<file path="config.mk">
export PLATFORM = sky130hd
export DESIGN_NAME = icache_refill_ctrl_flat
export DESIGN_NICKNAME = d
export VERILOG_FILES = /design/src/rtl/icache_pkg.sv /design/src/rtl/icache_refill_ctrl_if.sv /design/src/rtl/icache_refill_beat_cnt.sv /design/src/rtl/icache_refill_ctrl.sv /design/src/flat_wrapper.sv
export SDC_FILE = /design/constraint.sdc
export NUM_CORES = 1
export LEC_CHECK = 0
export BUFFER_PORTS_ARGS = -buffer_cell sky130_fd_sc_hd__buf_2
export CELL_PAD_IN_SITES_DETAIL_PLACEMENT = 0
export CELL_PAD_IN_SITES_GLOBAL_PLACEMENT = 1
export CORE_AREA = 2 2 101 103
export CTS_CLUSTER_SIZE = 20
export DETAILED_ROUTE_END_ITERATION = 8
export DIE_AREA = 0 0 103 105
export PLACE_DENSITY = 0.86
export SYNTH_ARGS = -nofsm -noshare
export SYNTH_HDL_FRONTEND = slang
export SYNTH_SLANG_ARGS = --single-unit
</file>
<file path="constraint.sdc">
create_clock -name clk -period 4.1 [get_ports clk]
set_clock_uncertainty 0.15 [all_clocks]
set_input_delay 0.615 -clock clk [delete_from_list [all_inputs] [get_ports clk]]
set_output_delay 0.615 -clock clk [all_outputs]
set_load 0.05 [all_outputs]
</file>
<file path="src/rtl/icache_pkg.sv">
// Shared line geometry, address field positions and FSM state encoding for the
// icache refill controller (optional counters: ICACHE_PERF_CNT_EN).
package icache_pkg;

    localparam int LINE_WORDS = 8;
    localparam int INDEX_W    = 7;
    localparam int TAG_W      = 20;
    localparam int OFFSET_W   = 5;
    localparam int WORD_OFF_W = 3;
    localparam int INDEX_LSB  = OFFSET_W;
    localparam int TAG_LSB    = OFFSET_W + INDEX_W;
    localparam int DATA_AW    = INDEX_W + WORD_OFF_W;

    typedef enum logic [2:0] {
        IDLE   = 3'd0,
        LOOKUP = 3'd1,
        AR     = 3'd2,
        RD     = 3'd3,
        TAGW   = 3'd4,
        REPLAY = 3'd5
    } state_t;

    // Tag array entry: valid bit on top of the tag.
    function automatic logic [TAG_W:0] tag_entry(input logic [TAG_W-1:0] tag);
        return {1'b1, tag};
    endfunction

endpackage

</file>
<file path="src/rtl/icache_refill_ctrl_if.sv">
// Fetch, tag/data array and memory read-channel signals of the refill controller.
// hit_cnt/miss_cnt exist only when ICACHE_PERF_CNT_EN is defined.
interface icache_refill_ctrl_if;
    import icache_pkg::*;

    logic                 req;
    logic [31:0]          addr;
    logic                 ack;
    logic                 stall;
    logic                 tag_work;
    logic                 tag_hit;
    logic                 tag_valid;
    logic [31:0]          tag_addr;
    logic                 tag_wen;
    logic [TAG_W:0]       tag_wdata;
    logic                 data_wen;
    logic [DATA_AW-1:0]   data_waddr;
    logic [31:0]          data_wdata;
    logic                 ar_valid;
    logic                 ar_ready;
    logic [31:0]          ar_addr;
    logic [7:0]           ar_len;
    logic                 r_valid;
    logic [31:0]          r_data;
    logic                 r_last;
    logic                 r_ready;
    logic                 err;
`ifdef ICACHE_PERF_CNT_EN
    logic [31:0]          hit_cnt;
    logic [31:0]          miss_cnt;
`endif

    modport master (
`ifdef ICACHE_PERF_CNT_EN
        output hit_cnt, miss_cnt,
`endif
        input  req, addr, tag_work, tag_hit, tag_valid, ar_ready, r_valid, r_data, r_last,
        output ack, stall, tag_addr, tag_wen, tag_wdata, data_wen, data_waddr, data_wdata,
        output ar_valid, ar_addr, ar_len, r_ready, err
    );

    modport slave (
`ifdef ICACHE_PERF_CNT_EN
        input  hit_cnt, miss_cnt,
`endif
        output req, addr, tag_work, tag_hit, tag_valid, ar_ready, r_valid, r_data, r_last,
        input  ack, stall, tag_addr, tag_wen, tag_wdata, data_wen, data_waddr, data_wdata,
        input  ar_valid, ar_addr, ar_len, r_ready, err
    );

endinterface

</file>
<file path="src/rtl/icache_refill_beat_cnt.sv">
// Refill beat counter: tracks the word offset of each accepted beat, flags the end
// of the burst and latches a sticky error when r_last disagrees with the line length.
module icache_refill_beat_cnt
    import icache_pkg::*;
(
    input  logic                  clk,
    input  logic                  rst,
    input  logic                  clr,
    input  logic                  beat,
    input  logic                  last,
    output logic [WORD_OFF_W-1:0] cnt,
    output logic                  done,
    output logic                  err
);

    logic at_end;

    assign at_end = (cnt == WORD_OFF_W'(LINE_WORDS - 1));
    // An early r_last ends the burst too; the missing words are simply never written.
    assign done   = beat && (at_end || last);

    always_ff @(posedge clk or negedge rst) begin
        if (!rst) begin
            cnt <= '0;
            err <= 1'b0;
        end else begin
            if (clr) begin
                cnt <= '0;
            end else if (beat) begin
                cnt <= done ? '0 : cnt + 1'b1;
            end
            if (beat && (last != at_end)) begin
                err <= 1'b1;
            end
        end
    end

endmodule

</file>
<file path="src/rtl/icache_refill_ctrl.sv">
// Instruction-cache miss handler: looks up the tag array, refills a line over a burst
// read, writes the tag and replays the lookup. ICACHE_PERF_CNT_EN adds hit/miss counters.
module icache_refill_ctrl
    import icache_pkg::*;
(
    input  logic                 clk,
    input  logic                 rst,
    icache_refill_ctrl_if.master bus
);

    state_t                state;
    state_t                state_nx;
    logic [31:0]           addr_q;
    logic [WORD_OFF_W-1:0] cnt;
    logic                  accept;
    logic                  hit;
    logic                  beat;
    logic                  done;

    assign accept = (state == IDLE) && bus.req && bus.tag_work;
    assign hit    = bus.tag_hit && bus.tag_valid;
    assign beat   = (state == RD) && bus.r_valid;

    always_ff @(posedge clk or negedge rst) begin
        if (!rst) begin
            state  <= IDLE;
            addr_q <= '0;
        end else begin
            state <= state_nx;
            if (accept) begin
                addr_q <= bus.addr;
            end
        end
    end

    always_comb begin
        state_nx     = state;
        bus.ack      = 1'b0;
        bus.tag_wen  = 1'b0;
        bus.ar_valid = 1'b0;
        bus.r_ready  = 1'b0;
        case (state)
            IDLE: begin
                if (accept) state_nx = LOOKUP;
            end
            LOOKUP: begin
                if (hit) begin
                    bus.ack  = 1'b1;
                    state_nx = IDLE;
                end else begin
                    state_nx = AR;
                end
            end
            AR: begin
                bus.ar_valid = 1'b1;
                if (bus.ar_ready) state_nx = RD;
            end
            RD: begin
                bus.r_ready = 1'b1;
                if (done) state_nx = TAGW;
            end
            TAGW: begin
                bus.tag_wen = 1'b1;
                state_nx    = REPLAY;
            end
            REPLAY: begin
                state_nx = LOOKUP;
            end
            default: begin
                state_nx = IDLE;
            end
        endcase
    end

    icache_refill_beat_cnt u_beat_cnt (
        .clk  (clk),
        .rst  (rst),
        .clr  (state == AR),
        .beat (beat),
        .last (bus.r_last),
        .cnt  (cnt),
        .done (done),
        .err  (bus.err)
    );

    assign bus.stall = (state != IDLE) && !bus.ack;

    // The IDLE passthrough is forced to zero while reset is held so every output is quiet.
    assign bus.tag_addr   = (state != IDLE) ? addr_q : (rst ? bus.addr : '0);
    assign bus.tag_wdata  = tag_entry(addr_q[TAG_LSB +: TAG_W]);
    assign bus.data_wen   = beat;
    assign bus.data_waddr = {addr_q[INDEX_LSB +: INDEX_W], cnt};
    assign bus.data_wdata = beat ? bus.r_data : '0;
    assign bus.ar_addr    = {addr_q[31:OFFSET_W], OFFSET_W'(0)};
    assign bus.ar_len     = 8'(LINE_WORDS - 1);

`ifdef ICACHE_PERF_CNT_EN
    logic        replay_q;
    logic [31:0] hit_q;
    logic [31:0] miss_q;

    // A LOOKUP entered from REPLAY is the tail of a miss, not a fresh hit.
    always_ff @(posedge clk or negedge rst) begin
        if (!rst) begin
            replay_q <= 1'b0;
            hit_q    <= '0;
            miss_q   <= '0;
        end else begin
            replay_q <= (state == REPLAY);
            if (bus.ack && !replay_q && (hit_q != '1)) begin
                hit_q <= hit_q + 1'b1;
            end
            if ((state == LOOKUP) && !hit && (miss_q != '1)) begin
                miss_q <= miss_q + 1'b1;
            end
        end
    end

    assign bus.hit_cnt  = hit_q;
    assign bus.miss_cnt = miss_q;
`endif

endmodule

</file>
<file path="src/flat_wrapper.sv">
// flat-port wrapper written by rule: the top's interface ports become plain ports
module icache_refill_ctrl_flat import icache_pkg::*;
  (clk, rst, bus_req, bus_addr, bus_tag_work, bus_tag_hit, bus_tag_valid, bus_ar_ready, bus_r_valid, bus_r_data, bus_r_last, bus_ack, bus_stall, bus_tag_addr, bus_tag_wen, bus_tag_wdata, bus_data_wen, bus_data_waddr, bus_data_wdata, bus_ar_valid, bus_ar_addr, bus_ar_len, bus_r_ready, bus_err);
  icache_refill_ctrl_if bus_i ();
  input  logic clk;
  input  logic rst;
  input wire logic [$bits(bus_i.req)-1:0] bus_req;
  input wire logic [$bits(bus_i.addr)-1:0] bus_addr;
  input wire logic [$bits(bus_i.tag_work)-1:0] bus_tag_work;
  input wire logic [$bits(bus_i.tag_hit)-1:0] bus_tag_hit;
  input wire logic [$bits(bus_i.tag_valid)-1:0] bus_tag_valid;
  input wire logic [$bits(bus_i.ar_ready)-1:0] bus_ar_ready;
  input wire logic [$bits(bus_i.r_valid)-1:0] bus_r_valid;
  input wire logic [$bits(bus_i.r_data)-1:0] bus_r_data;
  input wire logic [$bits(bus_i.r_last)-1:0] bus_r_last;
  output wire logic [$bits(bus_i.ack)-1:0] bus_ack;
  output wire logic [$bits(bus_i.stall)-1:0] bus_stall;
  output wire logic [$bits(bus_i.tag_addr)-1:0] bus_tag_addr;
  output wire logic [$bits(bus_i.tag_wen)-1:0] bus_tag_wen;
  output wire logic [$bits(bus_i.tag_wdata)-1:0] bus_tag_wdata;
  output wire logic [$bits(bus_i.data_wen)-1:0] bus_data_wen;
  output wire logic [$bits(bus_i.data_waddr)-1:0] bus_data_waddr;
  output wire logic [$bits(bus_i.data_wdata)-1:0] bus_data_wdata;
  output wire logic [$bits(bus_i.ar_valid)-1:0] bus_ar_valid;
  output wire logic [$bits(bus_i.ar_addr)-1:0] bus_ar_addr;
  output wire logic [$bits(bus_i.ar_len)-1:0] bus_ar_len;
  output wire logic [$bits(bus_i.r_ready)-1:0] bus_r_ready;
  output wire logic [$bits(bus_i.err)-1:0] bus_err;
  assign bus_i.req = bus_req;
  assign bus_i.addr = bus_addr;
  assign bus_i.tag_work = bus_tag_work;
  assign bus_i.tag_hit = bus_tag_hit;
  assign bus_i.tag_valid = bus_tag_valid;
  assign bus_i.ar_ready = bus_ar_ready;
  assign bus_i.r_valid = bus_r_valid;
  assign bus_i.r_data = bus_r_data;
  assign bus_i.r_last = bus_r_last;
  assign bus_ack = bus_i.ack;
  assign bus_stall = bus_i.stall;
  assign bus_tag_addr = bus_i.tag_addr;
  assign bus_tag_wen = bus_i.tag_wen;
  assign bus_tag_wdata = bus_i.tag_wdata;
  assign bus_data_wen = bus_i.data_wen;
  assign bus_data_waddr = bus_i.data_waddr;
  assign bus_data_wdata = bus_i.data_wdata;
  assign bus_ar_valid = bus_i.ar_valid;
  assign bus_ar_addr = bus_i.ar_addr;
  assign bus_ar_len = bus_i.ar_len;
  assign bus_r_ready = bus_i.r_ready;
  assign bus_err = bus_i.err;
  icache_refill_ctrl u_core (.clk(clk), .rst(rst), .bus(bus_i));
endmodule
</file>
# Word level (Yosys, flattened, before mapping)
# Cells that the tools add are included.
[totals]
ff_bits = 39
out_inout_bits = 142
wordCells = 44
in_bits = 73
[op_classes]
eq_ne = 10
add_sub_neg = 1
n_reduce_logical = 13
muxes = 16
[ops]
columns = ["op", "count"]
rows = [
  ["32-bit 2-to-1 mux", 3],
  ["3-bit 2-to-1 mux", 6],
  ["3-bit one-hot mux with 6 select lines", 1],
  ["3-bit equality test, second input constant", 3],
  ["1-bit logical AND", 7],
  ["3-bit by 2-bit equality test with 1-bit output, second input constant", 2],
  ["1-bit 2-to-1 mux", 5],
  ["2-bit != test, second input constant", 2],
  ["3-bit by 1-bit adder with 3-bit output, second input constant", 1],
  ["3-bit by 1-bit equality test with 1-bit output, second input constant", 1],
  ["3-bit logical NOT", 1],
  ["3-bit AND reduction", 1],
  ["3-bit nonzero test", 1],
  ["2-bit 2-to-1 mux", 1],
  ["2-bit by 1-bit != test with 1-bit output, second input constant", 1],
  ["2-bit nonzero test", 1],
  ["1-bit logical NOT", 1],
  ["1-bit logical OR", 1],
  ["1-bit != test", 1],
]

# Depth between registers and ports, before layout
# Gate-level depths: netlist of run 1.
[depth]
word_depth = 6
ltp_mapped = 7
mapped_depth_nobuf = 7

# Modules after synthesis
# Synthesis of run 1 repeated with hierarchy kept, for this count alone.
[unflattened]
hier_cells = 326
hier_area_um2 = 2796.4
[by_module_without_submodules]
columns = ["module", "instances", "seq_area_each_um2", "area_per_inst_um2", "cells_per_inst"]
rows = [
  ["icache_refill_ctrl", 1, 875.8, 2585.0, 306],
  ["icache_refill_beat_cnt", 1, 100.1, 211.5, 20],
]

# Least setup slack after synthesis of run 1
# Ideal clock, no wire load.
[synth_timing]
path_kind = "register to output"
start = "reg u_core.state[2]"
end = "out bus_stall"
setup_slack_ns = 0.813
stages_incl_launch_ff = 5
arrival_time_ns = 2.522
path_buffers = 1
required_time_ns = 3.335
path_cell_list = "dfrtp_1 buf_6 and2b_1 nor3b_1 nor2_1"
[synth_via]
elab_chain_cells = 4
word_cells_on_any_way = 5
classes_between = "1 x eq/ne; 1 x mux; 3 x reduce/logical"
[synth_rtl]
columns = ["item", "line_no", "rtl"]
rows = [
  ["start: declaration", "icache_refill_ctrl.sv:11", "state_t state;"],
  ["start signal: assignment", "icache_refill_ctrl.sv:29", "state <= state_nx;"],
  ["3-bit by 1-bit equality test with 1-bit output", "icache_refill_ctrl.sv:42", "case (state)"],
  ["1-bit 2-to-1 mux", "icache_refill_ctrl.sv:42", ""],
  ["via bus_ack", "flat_wrapper.sv:16", "output wire logic [$bits(bus_i.ack)-1:0] bus_ack;"],
  ["1-bit logical NOT", "icache_refill_ctrl.sv:86", "assign bus.stall = (state != IDLE) && !bus.ack;"],
  ["1-bit logical AND", "icache_refill_ctrl.sv:86", ""],
  ["end: declaration", "flat_wrapper.sv:17", "output wire logic [$bits(bus_i.stall)-1:0] bus_stall;"],
]
# The timed path passes the listed nets, and every way through them passes these cells.

# Worst setup path after layout of run 1
[layout_timing]
start = "reg u_core.state[2]"
end = "out bus_data_wdata[28]"
[layout_via]
elab_chain_cells = 3
[layout_rtl]
columns = ["item", "line_no", "rtl"]
rows = [
  ["3-bit by 2-bit equality test with 1-bit output", "icache_refill_ctrl.sv:22", "assign beat = (state == RD) && bus.r_valid;"],
  ["1-bit logical AND", "icache_refill_ctrl.sv:22", ""],
  ["32-bit 2-to-1 mux", "icache_refill_ctrl.sv:93", "assign bus.data_wdata = beat ? bus.r_data : '0;"],
  ["end: declaration", "flat_wrapper.sv:23", "output wire logic [$bits(bus_i.data_wdata)-1:0] bus_data_wdata;"],
]
# Every way passes these cells.

==> reports/metrics.yaml, run 1 <==
status:
  status: "completed"
setup_path:
  end_kind: "output pin"
  worst-path-buf-inv: 2
  start_kind: "flip-flop"
  cpMaxStageDelayCell: "inv_1"
  critPathKind: "flip-flop to output pin"
  path_delay_family: "buffers and inverters"
  critPathMaxFanout: 36
  path_cells: "and2b_1, nand3_1, inv_1, and2_1, buf_2"
  regToRegSetupSlack_ns: 1.62
  crit_arrival_ns: 2.32
  cp.required_ns: 3.34
  slowest_delay_ns: 0.58
clocking:
  cts_tree: "built"
  max-clock-path-buffers: 2
  cts_buffers: 5
  cts_setup_buffers: 0
  cts-htree-levels: 2
  clk_pin_slew_worst_paths_ns: 0.08
  insertion_delay_ns: 0.28
  ctsResizeCount: 0
  cts_hold_buf: 0
  cts_root_buf: "clkbuf_8"
  cts_num_sinks: 39
timing:
  fin_ws_ns: 1.02
  finalCritPeriodShare_pct: 75.1
  finalCriticalPeriod_ns: 3.08
  fmax_ghz: 0.325
  drv_slew: 0
  fin_tns_setup_ns: 0
  slew_headroom_pct: 47.1
  rsz0062_at_grt: "no"
  setup_viol_count_final: 0
  worst_pin_slew_ns: 0.793
  whs_ns: 0.174
  hold_viol_final: 0
drt:
  drc: 0
  dr_wl_met2_mm: 3.53
  drt-met1-wl_mm: 2.98
  route.vias.total: 2506
  dr.pass1.iters: 4
  first_iter_violations: 62
  antenna_left: 0
  wl_mm: 7.09
  wl_per_cell_um: 11.9
  top_layer_used: "met4"
  met3_length_um: 513
  vias_per_cell: 4.19
synth:
  synth_cell_types: 28
  avgSynthCellArea_um2: 9.02
  synthCells: 330
  synth-seq-area-share_pct: 32.8
  ys_warn_count: 0
  ys_ff_latch: 39
  netlist_area_um2: 2980
die:
  row_count: 36
  start_util_pct: 30.9
  die_h_um: 105
  core_um2: 9640
  dieArea_um2: 10800
  die_width_um: 103
  io_pins: 215
cells_and_area:
  antenna_cells: 0
  area_delta_synth_final_pct: 24.1
  final_nets: 540
  layout.cells.non_filler: 598
  drive_above_1_share_pct: 52.9
placement:
  placedCellCount: 590
  place_ws_ns: 1.33
  routabilityCongestion: 0.761
  place_hpwl_mm: 5.24
  portBuffers: 200
global_routing:
  grt_pass1_vias: 2318
  antenna_found_initial: 0
  track_usage_pct: 12.5
  overflow: 0
  grt_max_degree: 72
  grt_pass1_wl_mm: 11.0
flow_run:
  max_cap_violations: 0
min_path:
  hp-class: "primary input to async pin"
[final timing paths]
kind / startpoint / end / cells after the start
max: u_core.state[2]$_DFFE_PN0P_ / bus_data_wdata[28] / 5
min: rst / u_core.addr_q[28]$_DFFE_PN0P_ / 2
max reg2reg: u_core.state[1]$_DFFE_PN0P_ / u_core.addr_q[23]$_DFFE_PN0P_ / 3
min reg2reg: u_core.u_beat_cnt.err$_DFFE_PN0P_ / u_core.u_beat_cnt.err$_DFFE_PN0P_ / 1
max in group asynchronous: rst / u_core.addr_q[1]$_DFFE_PN0P_ / 2
min in group clk: u_core.u_beat_cnt.err$_DFFE_PN0P_ / u_core.u_beat_cnt.err$_DFFE_PN0P_ / 1
[synth_stat cells, drive strengths merged]
master | count | share of area (%)
a2111oi | 1 | 0.29
a21o | 1 | 0.25
a21oi | 7 | 1.2
and2 | 32 | 6.7
and2b | 1 | 0.25
buf | 75 | 20
clkbuf | 12 | 1.5
conb | 2 | 0.25
dfrtp | 39 | 33
ha | 3 | 1.3
inv | 5 | 0.63
mux2 | 32 | 16
nand2 | 71 | 9.0
nand2b | 1 | 0.21
nand3 | 35 | 5.9
nand3b | 1 | 0.25
nor2 | 4 | 1.1
nor3 | 1 | 0.34
nor3b | 3 | 0.76
o21ba | 1 | 0.34
o31a | 1 | 0.29
or3 | 2 | 0.59
[stage by stage]
stage               cell area, um^2  utilization, %
global route                   3690            38.3
finish                         3690            38.3
CTS                            3690            38.3
detailed placement             3570            37.1
floorplan                      3020               -
global placement               3570            37.1
[layout by cell type, fill, tap and decap left out]
cell type and count:
nor2_8 1, or3_4 1, a21oi_1 7, buf_4 1, nand3_1 35, or3_1 1, clkbuf_8 6, nor3b_1 3
conb_1 14, bufinv_16 1, nand2_1 71, dfrtp_1 39, a2111oi_0 1, ha_1 3, nor2_1 3, nand3b_1 1
clkinv_2 1, mux2_2 2, buf_12 1, a21o_1 1, o31a_1 1, nor3_4 1, and2_1 32, and2b_1 1
buf_2 200, inv_1 5, nand2b_1 1, mux2_4 30, o21ba_2 1
[per-layer routing]
| layer | vias up | GRT usage [%] |
|---|---|---|
| met5 | - | 0 |
| met4 | 0 | 3.48 |
| met3 | 8 | 2.61 |
| met2 | 105 | 21.3 |
| met1 | 1148 | 15.7 |
| li1 | 1245 | - |
[state kept, by name (all words and copies together), names as in the netlist]
signal / count
u_core.addr_q: 32
u_core.u_beat_cnt.err: 1
u_core.u_beat_cnt.cnt: 3
u_core.state: 3
[final cells by class]
cell class,count,area (um^2)
fill,1054,5950
multi-input combinational,211,1380
timing repair buffer,202,1030
sequential,39,976
tap,133,166
clock buffer,6,82.6
clock inverter,2,35.0
inverter,5,18.8
[cell families (layout without fill, tap and decap cells)]
family | count (synthesis) | count (layout) | synth area share (%)
buffers and inverters | 92 | 215 | 22.4
DFF | 39 | 39 | 32.8
other | 2 | 14 | 0.252
adders and majority gates | 3 | 3 | 1.26
and+or+nand+nor | 151 | 151 | 25.0
AOI/OAI and AO/OA | 11 | 11 | 2.36
muxes | 32 | 32 | 15.9
Power of run 1 is not shown: default switching activity piles up to over one toggle a cycle in this logic, so the estimate is an artifact.
==> run 2: changes to the inputs <==
--- a/config.mk
+++ b/config.mk
@@ -8,11 +8,11 @@
 export BUFFER_PORTS_ARGS = -buffer_cell sky130_fd_sc_hd__buf_2
 export CELL_PAD_IN_SITES_DETAIL_PLACEMENT = 0
 export CELL_PAD_IN_SITES_GLOBAL_PLACEMENT = 1
-export CORE_AREA = 2 2 101 103
+export CORE_AREA = 2 2 110 112
 export CTS_CLUSTER_SIZE = 20
 export DETAILED_ROUTE_END_ITERATION = 8
-export DIE_AREA = 0 0 103 105
-export PLACE_DENSITY = 0.86
+export DIE_AREA = 0 0 112 114
+export PLACE_DENSITY = 0.77
 export SYNTH_ARGS = -nofsm -noshare
 export SYNTH_HDL_FRONTEND = slang
 export SYNTH_SLANG_ARGS = --single-unit
==> constraint.sdc (replaced) <==
create_clock -name clk -period 2.5 [get_ports clk]
set_clock_uncertainty 0.15 [all_clocks]
set_input_delay 0.375 -clock clk [delete_from_list [all_inputs] [get_ports clk]]
set_output_delay 0.375 -clock clk [all_outputs]
set_load 0.05 [all_outputs]
==> run 2 against run 1 <==
Critical endpoint is now bus_tag_addr[2]. Cell count up 3.3%. Global-route usage down 1.5 points. Largest cell class unchanged. Utilization down 4.7 points. First-iteration DRC count up 19%. Wire length up 6.0%. Critical path depth up 1. Non-clock buffer count up 6. Clock-buffer cell count up 1. Highest routed layer unchanged. Worst hold slack better by 0.016 ns. Sequential cell count unchanged.
==> reports/metrics.yaml, run 2 (synthesis gave the netlist of run 1 again) <==
timing:
  rsz0062_at_grt: "no"
  drv_slew: 0  # unchanged
  fin_tns_setup_ns: 0  # unchanged
  worst_pin_slew_ns: 0.509  # -0.284 ns
  fmax_ghz: 0.429
  setup_viol_count_final: 0  # unchanged
  hold_viol_final: 0  # unchanged
  fin_ws_ns: 0.167  # -0.853 ns
  finalCriticalPeriod_ns: 2.33
  finalCritPeriodShare_pct: 93.3
  slew_headroom_pct: 65.2  # +18 points
setup_path:
  rr_startpoint: "u_core.state[2]$_DFFE_PN0P_"
  regToRegSetupSlack_ns: 0.40  # -1.22 ns
  critPathKind: "primary input to output pin"
  reg2regPathDepth: 4  # +1
  path_cells: "dlygate4sd3_1, buf_2, buf_12, nand3_1, nand2_1, buf_2"
  crit_arrival_ns: 1.81  # -0.51 ns
  r2r-end: "u_core.addr_q[23]$_DFFE_PN0P_"
  cp.required_ns: 1.98  # -1.36 ns
  worst-path-buf-inv: 4  # +2
  path_common_cell: "buf_2"
  cpMaxStageDelayCell: "dlygate4sd3_1"
  slowest_delay_ns: 0.53  # -0.05 ns
  end_kind: "output pin"
  start_kind: "primary input"
  critPathMaxFanout: 63  # +75%
  path_delay_family: "buffers and inverters"
min_path:
  hold_depth: 2
  hp-start: "bus_addr[29]"
  holdPathEnd: "u_core.addr_q[29]$_DFFE_PN0P_"
  hp-class: "primary input to flip-flop"
cells_and_area:
  antenna_cells: 0  # unchanged
  largest_register_ffs: 32  # unchanged
  layout_commonest_cell: "buf_2"
  largest-register: "u_core.addr_q"
  layout_common_cells: "169 x buf_2, 71 x nand2_1, 36 x dfrtp_1"
  drive_above_1_share_pct: 55.0  # +2.1 points
  area_delta_synth_final_pct: 32.3
  final_nets: 546  # +1.1%
  top_regs: "u_core.addr_q (32), u_core.state (3), u_core.u_beat_cnt.cnt (3)"
global_routing:
  use_met1_pct: 13.9  # -1.7 points
  grt_pass1_vias: 2265  # -2.3%
  overflow: 0  # unchanged
  busiest_layer: "met2"
  antenna_found_initial: 0  # unchanged
  grt_max_degree: 64  # -11%
  grt_pass1_wl_mm: 11.5  # +4.3%
  gr-usage-met2_pct: 18.8  # -2.5 points
  grt_use_met3_pct: 2.13  # -0.48 points
  track_usage_pct: 11.0  # -1.5 points
flow_run:
  max_cap_violations: 0  # unchanged
placement:
  portBuffers: 200  # unchanged
  place_ws_ns: 0.281  # -1.05 ns
  routabilityCongestion: 0.771  # +1.4%
  place_hpwl_mm: 5.49  # +4.6%
clocking:
  max-clock-path-buffers: 2  # unchanged
  cts-htree-levels: 2  # unchanged
  cts_root_buf: "clkbuf_16"
  cts_buffers: 5  # unchanged
  clk_pin_slew_worst_paths_ns: 0.06  # -0.02 ns
  cts_setup_buffers: 0  # unchanged
  insertion_delay_ns: 0.28  # about the same
  cts_tree: "built"
  cts_num_sinks: 39  # unchanged
drt:
  vias_per_cell: 4.08  # -2.7%
  drc: 0  # unchanged
  dr.pass1.iters: 4  # unchanged
  wl_mm: 7.52  # +6.0%
  wl_per_cell_um: 12.2  # +2.6%
  antenna_left: 0  # unchanged
  first_iter_violations: 74  # +19%
  route.vias.total: 2520  # +0.56%
die:
  die_width_um: 112  # +8.7%
  dieArea_um2: 12800  # +18%
  row_count: 40  # +11%
  core_um2: 11700  # +21%
  io_pins: 215  # unchanged
  die_h_um: 114  # +8.6%
  start_util_pct: 25.4  # -5.5 points
status:
  status: "completed"
==> run 2: cell count changes in the layout (fill, tap and decap cells not counted), sizes merged <==
cell / change
clkinv: -1
dlygate4sd3: +1
clkinvlp: +1
clkbuf: +9
buf: -3
bufinv: -1
==> run 2: metal layers <==
metal	vias up	share of wire, %
met1	1151	42
met4	0	1.4
li1	1258	-
met2	104	50
met5	-	0
met3	7	6.4
==> run 2: final cells by class <==
class	instances	area (um^2)
sequential	39	980
timing repair buffer	208	1190
clock buffer	7	153
fill	1245	7770
tap	147	184
inverter	5	18.8
clock inverter	1	7.51
multi-input combinational	211	1400
==> run 2: worst reg2reg max path, delay by kind of cell (launching register included) <==
kind	cells	cell delay, ns
buffers and inverters	1	0.18
AND/OR/NAND/NOR	2	0.82
flip-flops	1	0.46
multiplexers	1	0.36
==> run 2: how the worst max path moves through the flow <==
stage,startpoint,cells past startpoint,slack [ns],to
4_1_cts,u_core.state[2]$_DFFE_PN0P_,6,0.02,bus_data_wdata[3]
6_report,rst,6,0.17,bus_tag_addr[2]
3_5_place_dp,u_core.state[2]$_DFFE_PN0P_,6,0.28,bus_data_wdata[3]
5_1_grt,u_core.state[2]$_DFFE_PN0P_,6,0.08,bus_data_wdata[7]
3_3_place_gp,u_core.state[2]$_DFFE_PN0P_,6,0.36,bus_data_wdata[18]
2_1_floorplan,u_core.state[2]$_DFFE_PN0P_,4,0.12,bus_stall
==> run 2: what timing repair did <==
action / in CTS / in global routing
pin swaps: 0 / 0
hold endpoints to repair: 30 / 0
hold buffers: 1 / 0
setup endpoints to repair: 23 / 47
gates resized for setup: 23 / 15
==> run 2: stage by stage <==
step	cell area (um^2)	util [%]	cells	hold slack [ns]
2_1_floorplan	3030	-	342	-0.0706
3_3_place_gp	3680	31.4	609	0.241
3_5_place_dp	3680	31.4	609	0.247
4_1_cts	3900	33.3	618	0.178
5_1_grt	3940	33.6	618	0.172
6_report	3940	33.6	618	0.190
Power of run 2 is left out for the same reason.
